`src/rtl/boot_loader_pkg.sv`:
```
// Shared types and constants for the serial boot loader.
package boot_loader_pkg;

  typedef enum logic [2:0] {
    LEN_LO,
    LEN_HI,
    DATA,
    WRITE,
    DONE,
    ERROR
  } state_t;

  localparam int HDR_BYTES      = 2;
  localparam int BYTES_PER_WORD = 4;
  localparam int LANE_W         = $clog2(BYTES_PER_WORD);
  localparam int LEN_W          = HDR_BYTES * 8;

endpackage

```
`src/rtl/byte_assembler.sv`:
```
// Packs incoming bytes little-endian into a 32-bit word; flags the byte that completes it.
module byte_assembler
  import boot_loader_pkg::*;
(
  input  logic        clk,
  input  logic        reset,
  input  logic        i_byte_en,
  input  logic [7:0]  i_byte,
  output logic [31:0] o_word,
  output logic        o_word_ready
);

  logic [LANE_W-1:0] r_byte_cnt;
  logic [31:0]       r_lanes;
  logic [31:0]       w_merged;

  always_ff @(posedge clk or posedge reset) begin
    if (reset) begin
      r_byte_cnt <= '0;
      r_lanes    <= '0;
    end else if (i_byte_en) begin
      r_byte_cnt                  <= r_byte_cnt + LANE_W'(1);
      r_lanes[8*r_byte_cnt +: 8]  <= i_byte;
    end
  end

  // The completing byte is merged combinationally so the word can be registered on its own edge.
  always_comb begin
    w_merged = r_lanes;
    if (i_byte_en) w_merged[8*r_byte_cnt +: 8] = i_byte;
  end

  assign o_word       = w_merged;
  assign o_word_ready = i_byte_en && (r_byte_cnt == LANE_W'(BYTES_PER_WORD - 1));

endmodule

```
`src/rtl/boot_loader.sv`:
```
// UART-fed RAM image loader: frames length + words, writes RAM, then releases the CPU.
module boot_loader
  import boot_loader_pkg::*;
#(
  parameter int ADDR_W    = 12,
  parameter int MAX_WORDS = 1024
) (
  input  logic              clk,
  input  logic              reset,
  input  logic [7:0]        rx_data,
  input  logic              rx_valid,
  input  logic              mem_busy,
  output logic              mem_enable,
  output logic              mem_we,
  output logic [ADDR_W-1:0] mem_addr,
  output logic [31:0]       mem_data,
  output logic              cpu_hold,
  output logic              done,
  output logic              error,
  output logic [15:0]       words_loaded
);

  state_t              r_state, w_next_state;
  logic [7:0]          r_len_lo, w_len_lo;
  logic [LEN_W-1:0]    r_len, w_len;
  logic [LEN_W-1:0]    w_len_rx;
  logic                r_we, w_we;
  logic [ADDR_W-1:0]   r_addr, w_addr;
  logic [31:0]         r_data, w_data;
  logic [15:0]         r_words, w_words;
  logic                r_enable, r_hold, r_done, r_error;
  logic [31:0]         w_word;
  logic                w_word_ready;
  logic                w_byte_en;

  assign w_byte_en = rx_valid && (r_state == DATA);
  assign w_len_rx  = {rx_data, r_len_lo};

  byte_assembler u_asm (
    .clk          (clk),
    .reset        (reset),
    .i_byte_en    (w_byte_en),
    .i_byte       (rx_data),
    .o_word       (w_word),
    .o_word_ready (w_word_ready)
  );

  always_ff @(posedge clk or posedge reset) begin
    if (reset) r_state <= LEN_LO;
    else       r_state <= w_next_state;
  end

  always_comb begin
    w_next_state = r_state;
    w_len_lo     = r_len_lo;
    w_len        = r_len;
    w_we         = r_we;
    w_addr       = r_addr;
    w_data       = r_data;
    w_words      = r_words;
    case (r_state)
      LEN_LO: begin
        if (rx_valid) begin
          w_len_lo     = rx_data;
          w_next_state = LEN_HI;
        end
      end
      LEN_HI: begin
        if (rx_valid) begin
          w_len = w_len_rx;
          if (32'(w_len_rx) > 32'(MAX_WORDS)) w_next_state = ERROR;
          else if (w_len_rx == '0)             w_next_state = DONE;
          else                                 w_next_state = DATA;
        end
      end
      DATA: begin
        if (w_word_ready) begin
          w_we         = 1'b1;
          w_data       = w_word;
          w_next_state = WRITE;
        end
      end
      WRITE: begin
        // An arriving byte while the word is still pending is an overrun; the write is abandoned.
        if (rx_valid) begin
          w_we         = 1'b0;
          w_next_state = ERROR;
        end else if (!mem_busy) begin
          w_we         = 1'b0;
          w_addr       = r_addr + ADDR_W'(BYTES_PER_WORD);
          w_words      = r_words + 16'd1;
          w_next_state = ((r_words + 16'd1) == r_len) ? DONE : DATA;
        end
      end
      DONE:    w_we = 1'b0;
      ERROR:   w_we = 1'b0;
      default: begin
        w_we         = 1'b0;
        w_next_state = ERROR;
      end
    endcase
  end

  always_ff @(posedge clk or posedge reset) begin
    if (reset) begin
      r_len_lo <= '0;
      r_len    <= '0;
      r_we     <= 1'b0;
      r_addr   <= '0;
      r_data   <= '0;
      r_words  <= '0;
      r_enable <= 1'b1;
      r_hold   <= 1'b1;
      r_done   <= 1'b0;
      r_error  <= 1'b0;
    end else begin
      r_len_lo <= w_len_lo;
      r_len    <= w_len;
      r_we     <= w_we;
      r_addr   <= w_addr;
      r_data   <= w_data;
      r_words  <= w_words;
      r_enable <= (w_next_state != DONE);
      r_hold   <= (w_next_state != DONE);
      r_done   <= (w_next_state == DONE);
      r_error  <= (w_next_state == ERROR);
    end
  end

  assign mem_enable   = r_enable;
  assign mem_we       = r_we;
  assign mem_addr     = r_addr;
  assign mem_data     = r_data;
  assign cpu_hold     = r_hold;
  assign done         = r_done;
  assign error        = r_error;
  assign words_loaded = r_words;

endmodule

```
`config.mk`:
```
export PLATFORM = sky130hd
export DESIGN_NAME = boot_loader
export DESIGN_NICKNAME = d
export VERILOG_FILES = /design/src/rtl/boot_loader_pkg.sv /design/src/rtl/byte_assembler.sv /design/src/rtl/boot_loader.sv
export SDC_FILE = /design/constraint.sdc
export NUM_CORES = 1
export LEC_CHECK = 0
export ABC_AREA = 1
export CAP_MARGIN = 25
export CORE_MARGIN = 5
export CORE_UTILIZATION = 59
export CTS_CLUSTER_SIZE = 30
export DETAILED_ROUTE_END_ITERATION = 6
export DONT_BUFFER_PORTS = 1
export GPL_TIMING_DRIVEN = 0
export PLACE_DENSITY = 0.75
export SYNTH_ARGS = -nofsm -noshare
export SYNTH_HDL_FRONTEND = slang
export SYNTH_SLANG_ARGS = --single-unit
```
`constraint.sdc`:
```
create_clock -name clk -period 10.5 [get_ports clk]
set_clock_uncertainty 0.15 [all_clocks]
set_input_delay 1.575 -clock clk [delete_from_list [all_inputs] [get_ports clk]]
set_output_delay 1.575 -clock clk [all_outputs]
set_load 0.05 [all_outputs]
```
After elaboration in Yosys (flattened, before gate mapping). Index checks and enable logic that the tools add are counted.

Reduce and logical (&&, ||, !) cells: 11. Mux-type cells: 15. Magnitude comparators: 1. Bitwise gates (word level): 3. Add/subtract/negate cells: 4. Equality and inequality tests: 12. Shift-type cells: 2.

Operators with widths (number): $neg 5->34 (1); $shift 8x34->32 const A (1); $shiftx 8x34->32 (1); $bwmux 32 (1); $mux 32 (1); $mux 3 (8); $add 16x1->16 const B (1); $eq 16x16->1 (1); $gt 16x11->1 const B (1); $logic_not 16->1 (1); $pmux 3 s5 (1); $add 12x3->12 const B (1); $eq 3x3->1 const B (4); $eq 3x2->1 const B (2); $ne 3x3->1 const B (2); $reduce_and 2->1 (3); $reduce_and 3->1 (2); $reduce_or 2->1 (2); $eq 3x1->1 const B (1); $logic_not 3->1 (1); $mux 1 (3); $not 1->1 (3); $pmux 1 s3 (1); $add 2x1->2 const B (1); 3 further kinds (4).

Flip-flop bits (word level): 125. Output and inout port bits: 65. Logic and storage cells: 60.

Depth between registers and ports, before layout.
Word-level depth: 7. Gate-level depth with buffers: 16. Depth with buffers taken out: 16.

Hierarchy. A second synthesis with hierarchy kept.

Cell total of the unflattened synthesis: 735. Area, all modules: 5899.4 um^2.

By module, submodules not included: boot_loader (cells each 532, times used 1, area each 4264.1 um^2); byte_assembler (cells each 203, times used 1, area each 1635.3 um^2).

Worst setup path before layout. OpenSTA, ideal clock, no wires.

Path type: input to register. Start point: in rx_data[3]. End point: reg r_done, in the netlist done. Path buffers: 1. Slack: 7.673 ns. Stages on the path: 9. Library setup time: 0.071 ns. Data arrival time: 2.605 ns. Cell sequence: buf_2 -> nor4_1 -> nand2_1 -> o31ai_1 -> nand2_1 -> nand2_1 -> nand2_1 -> nand3b_1 -> nor2_1.

Elaborated cells on any way between the ends: 7. Those cells by class: 1 x order compare; 1 x eq/ne; 4 x mux; 1 x reduce/logical.

RTL lines: start: declaration (RTL line boot_loader.sv:10) `input logic [7:0] rx_data,`; $gt 16x11->1 (RTL line boot_loader.sv:71) `if (32'(w_len_rx) > 32'(MAX_WORDS)) w_next_state = ERROR;`; $mux 3 (RTL line boot_loader.sv:71); $mux 3 (RTL line boot_loader.sv:69) `if (rx_valid) begin`; $pmux 3 s5 (RTL line boot_loader.sv:61) `case (r_state)`; named net w_next_state[0] (RTL line boot_loader.sv:23) `state_t r_state, w_next_state;`; $eq 3x3->1 (RTL line boot_loader.sv:125) `r_done <= (w_next_state == DONE);`; end signal: assignment (RTL line boot_loader.sv:125); end: declaration (RTL line boot_loader.sv:31) `logic r_enable, r_hold, r_done, r_error;`.

The timed path passes the listed nets, and every way through them passes these cells. A chain may end at the register's enable or synchronous reset.

==> metrics.log <==
INFO  metric cts_tree = done
INFO  metric whs = 335 ps
INFO  metric post-route-util = 0.682
INFO  metric post_synthesis_cell_type_count = 40
INFO  metric die_height = 106 microns
INFO  metric post_dp_cell_area = 5600 sq um
INFO  metric worstMarginPinSlew = 808 ps
INFO  metric register_area = 2880 sq um
INFO  metric initial_core_util = 0.596
INFO  metric leading_cell_type_by_number_of_instances_after_synthesis = sky130_fd_sc_hd__nand2_1
INFO  metric critical_path.max_stage_delay = 690 ps
INFO  metric post_synth.cell_area_avg = 8.23 sq um
INFO  metric ys_seq_area_frac = 0.530
INFO  metric layout.filler_cells = 695
INFO  metric synth.cells.most_frequent = 253 x sky130_fd_sc_hd__nand2_1, 114 x sky130_fd_sc_hd__dfrtp_1, 63 x sky130_fd_sc_hd__o21ai_0
INFO  metric timing.final.setup_violations = 0
INFO  metric detail_route.iter0.violations = 228
INFO  metric hp-class = reg -> reg
INFO  metric run_status = complete, no violations
INFO  metric areaGrowthSynthToFinish = 14.4%
INFO  metric multi_input_comb_area = 2220 sq um
INFO  metric critPathLaunch = cpu_hold
INFO  metric timing.max_slew.rel_slack = 0.457
INFO  metric wirelength = 12300 microns
INFO  metric wl_per_cell = 15.3 microns
INFO  metric design.portCount = 77
INFO  metric period_share = 0.304
INFO  metric drt.antenna.violating_nets = 0
INFO  metric critical_setup_path_kind = reg -> out
INFO  metric ys_async_sr_fraction = 1.00
INFO  metric finalHoldViolations = 0
INFO  metric post-synth-top-area-cell = sky130_fd_sc_hd__dfrtp_1
INFO  metric stdcell_area = 6210 sq um
INFO  metric drive_above_1_share = 0.110
INFO  metric ctsHtreeMaxLevel = 4
INFO  metric power_density = 170 nW/um^2
INFO  metric synthesis.area = 5430 sq um
INFO  metric clkTransAtPathRegs = 60 ps
INFO  metric tritoncts.num_buffers = 17
INFO  metric route.detailed.vias_per_inst = 5.37
INFO  metric worst-path-buf-inv = 1
INFO  metric detailed_routing_iterations_pass_1 = 5
INFO  metric worst_setup_path_start_kind = register
INFO  metric timing.critical_path.cells = buf_4
INFO  metric numClockSinks = 115
INFO  metric worst_skew_pair.late_latency = 510 ps
INFO  metric cts_post_setup_buffers_inserted = 0
INFO  metric cts-hold-fix-buffers = 0
INFO  metric netlist_top_cells_area = sky130_fd_sc_hd__dfrtp_1 53%, sky130_fd_sc_hd__nand2_1 17%, sky130_fd_sc_hd__o21ai_0 5.8%, sky130_fd_sc_hd__inv_1 4.1%, sky130_fd_sc_hd__nand3_1 3.2%
INFO  metric place_hpwl = 8560 microns
INFO  metric post_synth_inst_count = 660
INFO  metric number_of_flops_mapped_to_enable_cells_by_yosys = 0
INFO  metric postCtsResizedCells = 0
INFO  metric rsz_0062_raised_after_global_routing = no
INFO  metric maximum_capacitance_violations = 0
INFO  metric clock_tree.root_cell = sky130_fd_sc_hd__clkbuf_8
INFO  metric timing.final.crit_period = 3190 ps
INFO  metric synth-main-ff-cell = sky130_fd_sc_hd__dfrtp_1
INFO  metric antenna_found_initial = 0
INFO  metric grt_first_pass_wirelength = 20700 microns
INFO  metric overflow = 0
INFO  metric synth_top_cell_area_share = 0.525
INFO  metric holdCritStartpoint = u_asm.r_lanes[8]
INFO  metric slew_violations = 0
INFO  metric synth.ff_latch_count = 115
INFO  metric die_w = 106 microns
INFO  metric nets = 700
INFO  metric gr_util_all_layers = 0.232
INFO  metric vdd.ir_drop.worst = 0.000116 V
INFO  metric required = 8780 ps
INFO  metric highest_delay_cell_along_the_critical_path = sky130_fd_sc_hd__dfstp_2
INFO  metric coreArea = 9110 sq um
INFO  metric row_count = 35
INFO  metric p_leak = 3.06 nW
INFO  metric place.port_buffers = 0
INFO  metric ctsLongestPathBuffers = 2
INFO  metric drt_drc_violations_left = 0
INFO  metric design.die.area = 11200 sq um
INFO  metric critical_path_capture_point_type = primary output
INFO  metric finalWeightedCongestion = 0.934
INFO  metric setup-tns-final = 0 ps
INFO  metric arrival = 1460 ps
INFO  metric critical_path.top_delay_family = flip-flops
INFO  metric grt_max_degree = 78
INFO  metric yosysWarnings = 0
INFO  metric critical_path_peak_fanout = 2
INFO  metric crit-reg2reg-launch = u_asm.r_byte_cnt[0]
INFO  metric fmaxAchievable = 314 MHz
INFO  metric route.vias.total = 4323
INFO  metric antenna_cells = 0
INFO  metric grt_pass1_vias = 4380
[stage by stage]
stage / instances / power, mW / setup WS (ps)
after floorplan: 661 / 0.478 / 5730
after global placement: 772 / 0.482 / 4710
after detailed placement: 773 / 0.484 / 7510
after CTS: 805 / 1.06 / 7300
after global routing: 805 / 1.09 / 7270
final: 805 / 1.06 / 7310
[flip-flops by register name, summed over array words and instances, names as in the netlist]
register and cells:
mem_data 32, u_asm.r_lanes 24, r_len 16, words_loaded 16, mem_addr 10, r_len_lo 8, r_state 3, u_asm.r_byte_cnt 2
cpu_hold 1, done 1, error 1, mem_we 1
[layer usage]
layer | vias up | part of all wire | GRT usage
met5 | - | 0 | 0
met4 | 0 | 0.028 | 0.0971
met3 | 32 | 0.067 | 0.0838
met1 | 2034 | 0.41 | 0.275
li1 | 2129 | - | -
met2 | 128 | 0.49 | 0.383
[path summary, 6_finish.rpt]
kind                                           to  slack [ps]  depth (start not counted)
worst max-delay path                   mem_enable        7310                          1
worst min-delay path             u_asm.r_lanes[8]         340                          2
worst max register to register       mem_data[16]        7590                          9
worst min register to register   u_asm.r_lanes[8]         340                          2
max in group asynchronous                cpu_hold        8620                          2
min in group asynchronous       u_asm.r_lanes[13]         820                          1
[kinds of logic (layout without fill, tap and decap cells)]
family          Yosys count  in the layout  synth area share
simple gates            357            357             0.281
flops                   115            115             0.530
buf+inv                  85            118            0.0624
compound gates           79             79            0.0809
xor+xnor                 15             15            0.0267
fa+ha+maj                 7              7            0.0161
other cells               1              2          0.000690
mux                       1              1           0.00207
[tightest hold or removal path, stage by stage (launching register included)]
cell and delay [ps]:
sky130_fd_sc_hd__dfrtp_1 330, sky130_fd_sc_hd__nand2_1 50, sky130_fd_sc_hd__o31ai_1 70
[power breakdown]
part	switching [mW]	total (mW)	internal (mW)
registers	0.00299	0.452	0.449
clock network	0.208	0.580	0.371
logic	0.0184	0.0249	0.00651
total	0.230	1.06	0.826
[layout by cell type (no fill, tap or decap), types with 3 or more instances in the layout]
cell                        netlist  layout
sky130_fd_sc_hd__nand3_2          4       4
sky130_fd_sc_hd__nor2_2           5       5
sky130_fd_sc_hd__o21ai_0         63      63
sky130_fd_sc_hd__buf_4            3       3
sky130_fd_sc_hd__nand3b_1         3       3
sky130_fd_sc_hd__bufinv_16        0       3
sky130_fd_sc_hd__clkbuf_16        0      16
sky130_fd_sc_hd__clkbuf_1         9      10
sky130_fd_sc_hd__nand2_2         11      11
sky130_fd_sc_hd__nor3_1           3       3
sky130_fd_sc_hd__buf_1            4       4
sky130_fd_sc_hd__ha_1             7       7
sky130_fd_sc_hd__dfrtp_1        114     114
sky130_fd_sc_hd__clkinv_4         0       5
sky130_fd_sc_hd__o31ai_1          6       6
sky130_fd_sc_hd__nor2_1          29      29
sky130_fd_sc_hd__inv_1           60      59
sky130_fd_sc_hd__nand2_1        253     253
sky130_fd_sc_hd__nand3_1         35      35
sky130_fd_sc_hd__nand4_1          4       4
sky130_fd_sc_hd__inv_6            0       3
sky130_fd_sc_hd__nor2_4           3       3
sky130_fd_sc_hd__buf_2            5       5
sky130_fd_sc_hd__xnor2_1          7       7
sky130_fd_sc_hd__xor2_1           7       7
[cell type report]
class / instances / share of cell area
buffer: 22 / 0.0163
clock inverter: 13 / 0.0282
sequential: 115 / 0.464
multi-input combinational: 461 / 0.357
tap: 111 / 0.0224
clock buffer: 19 / 0.0695
timing repair buffer: 1 / 0.00443
inverter: 63 / 0.0387
(Power assumes the default switching activity.)
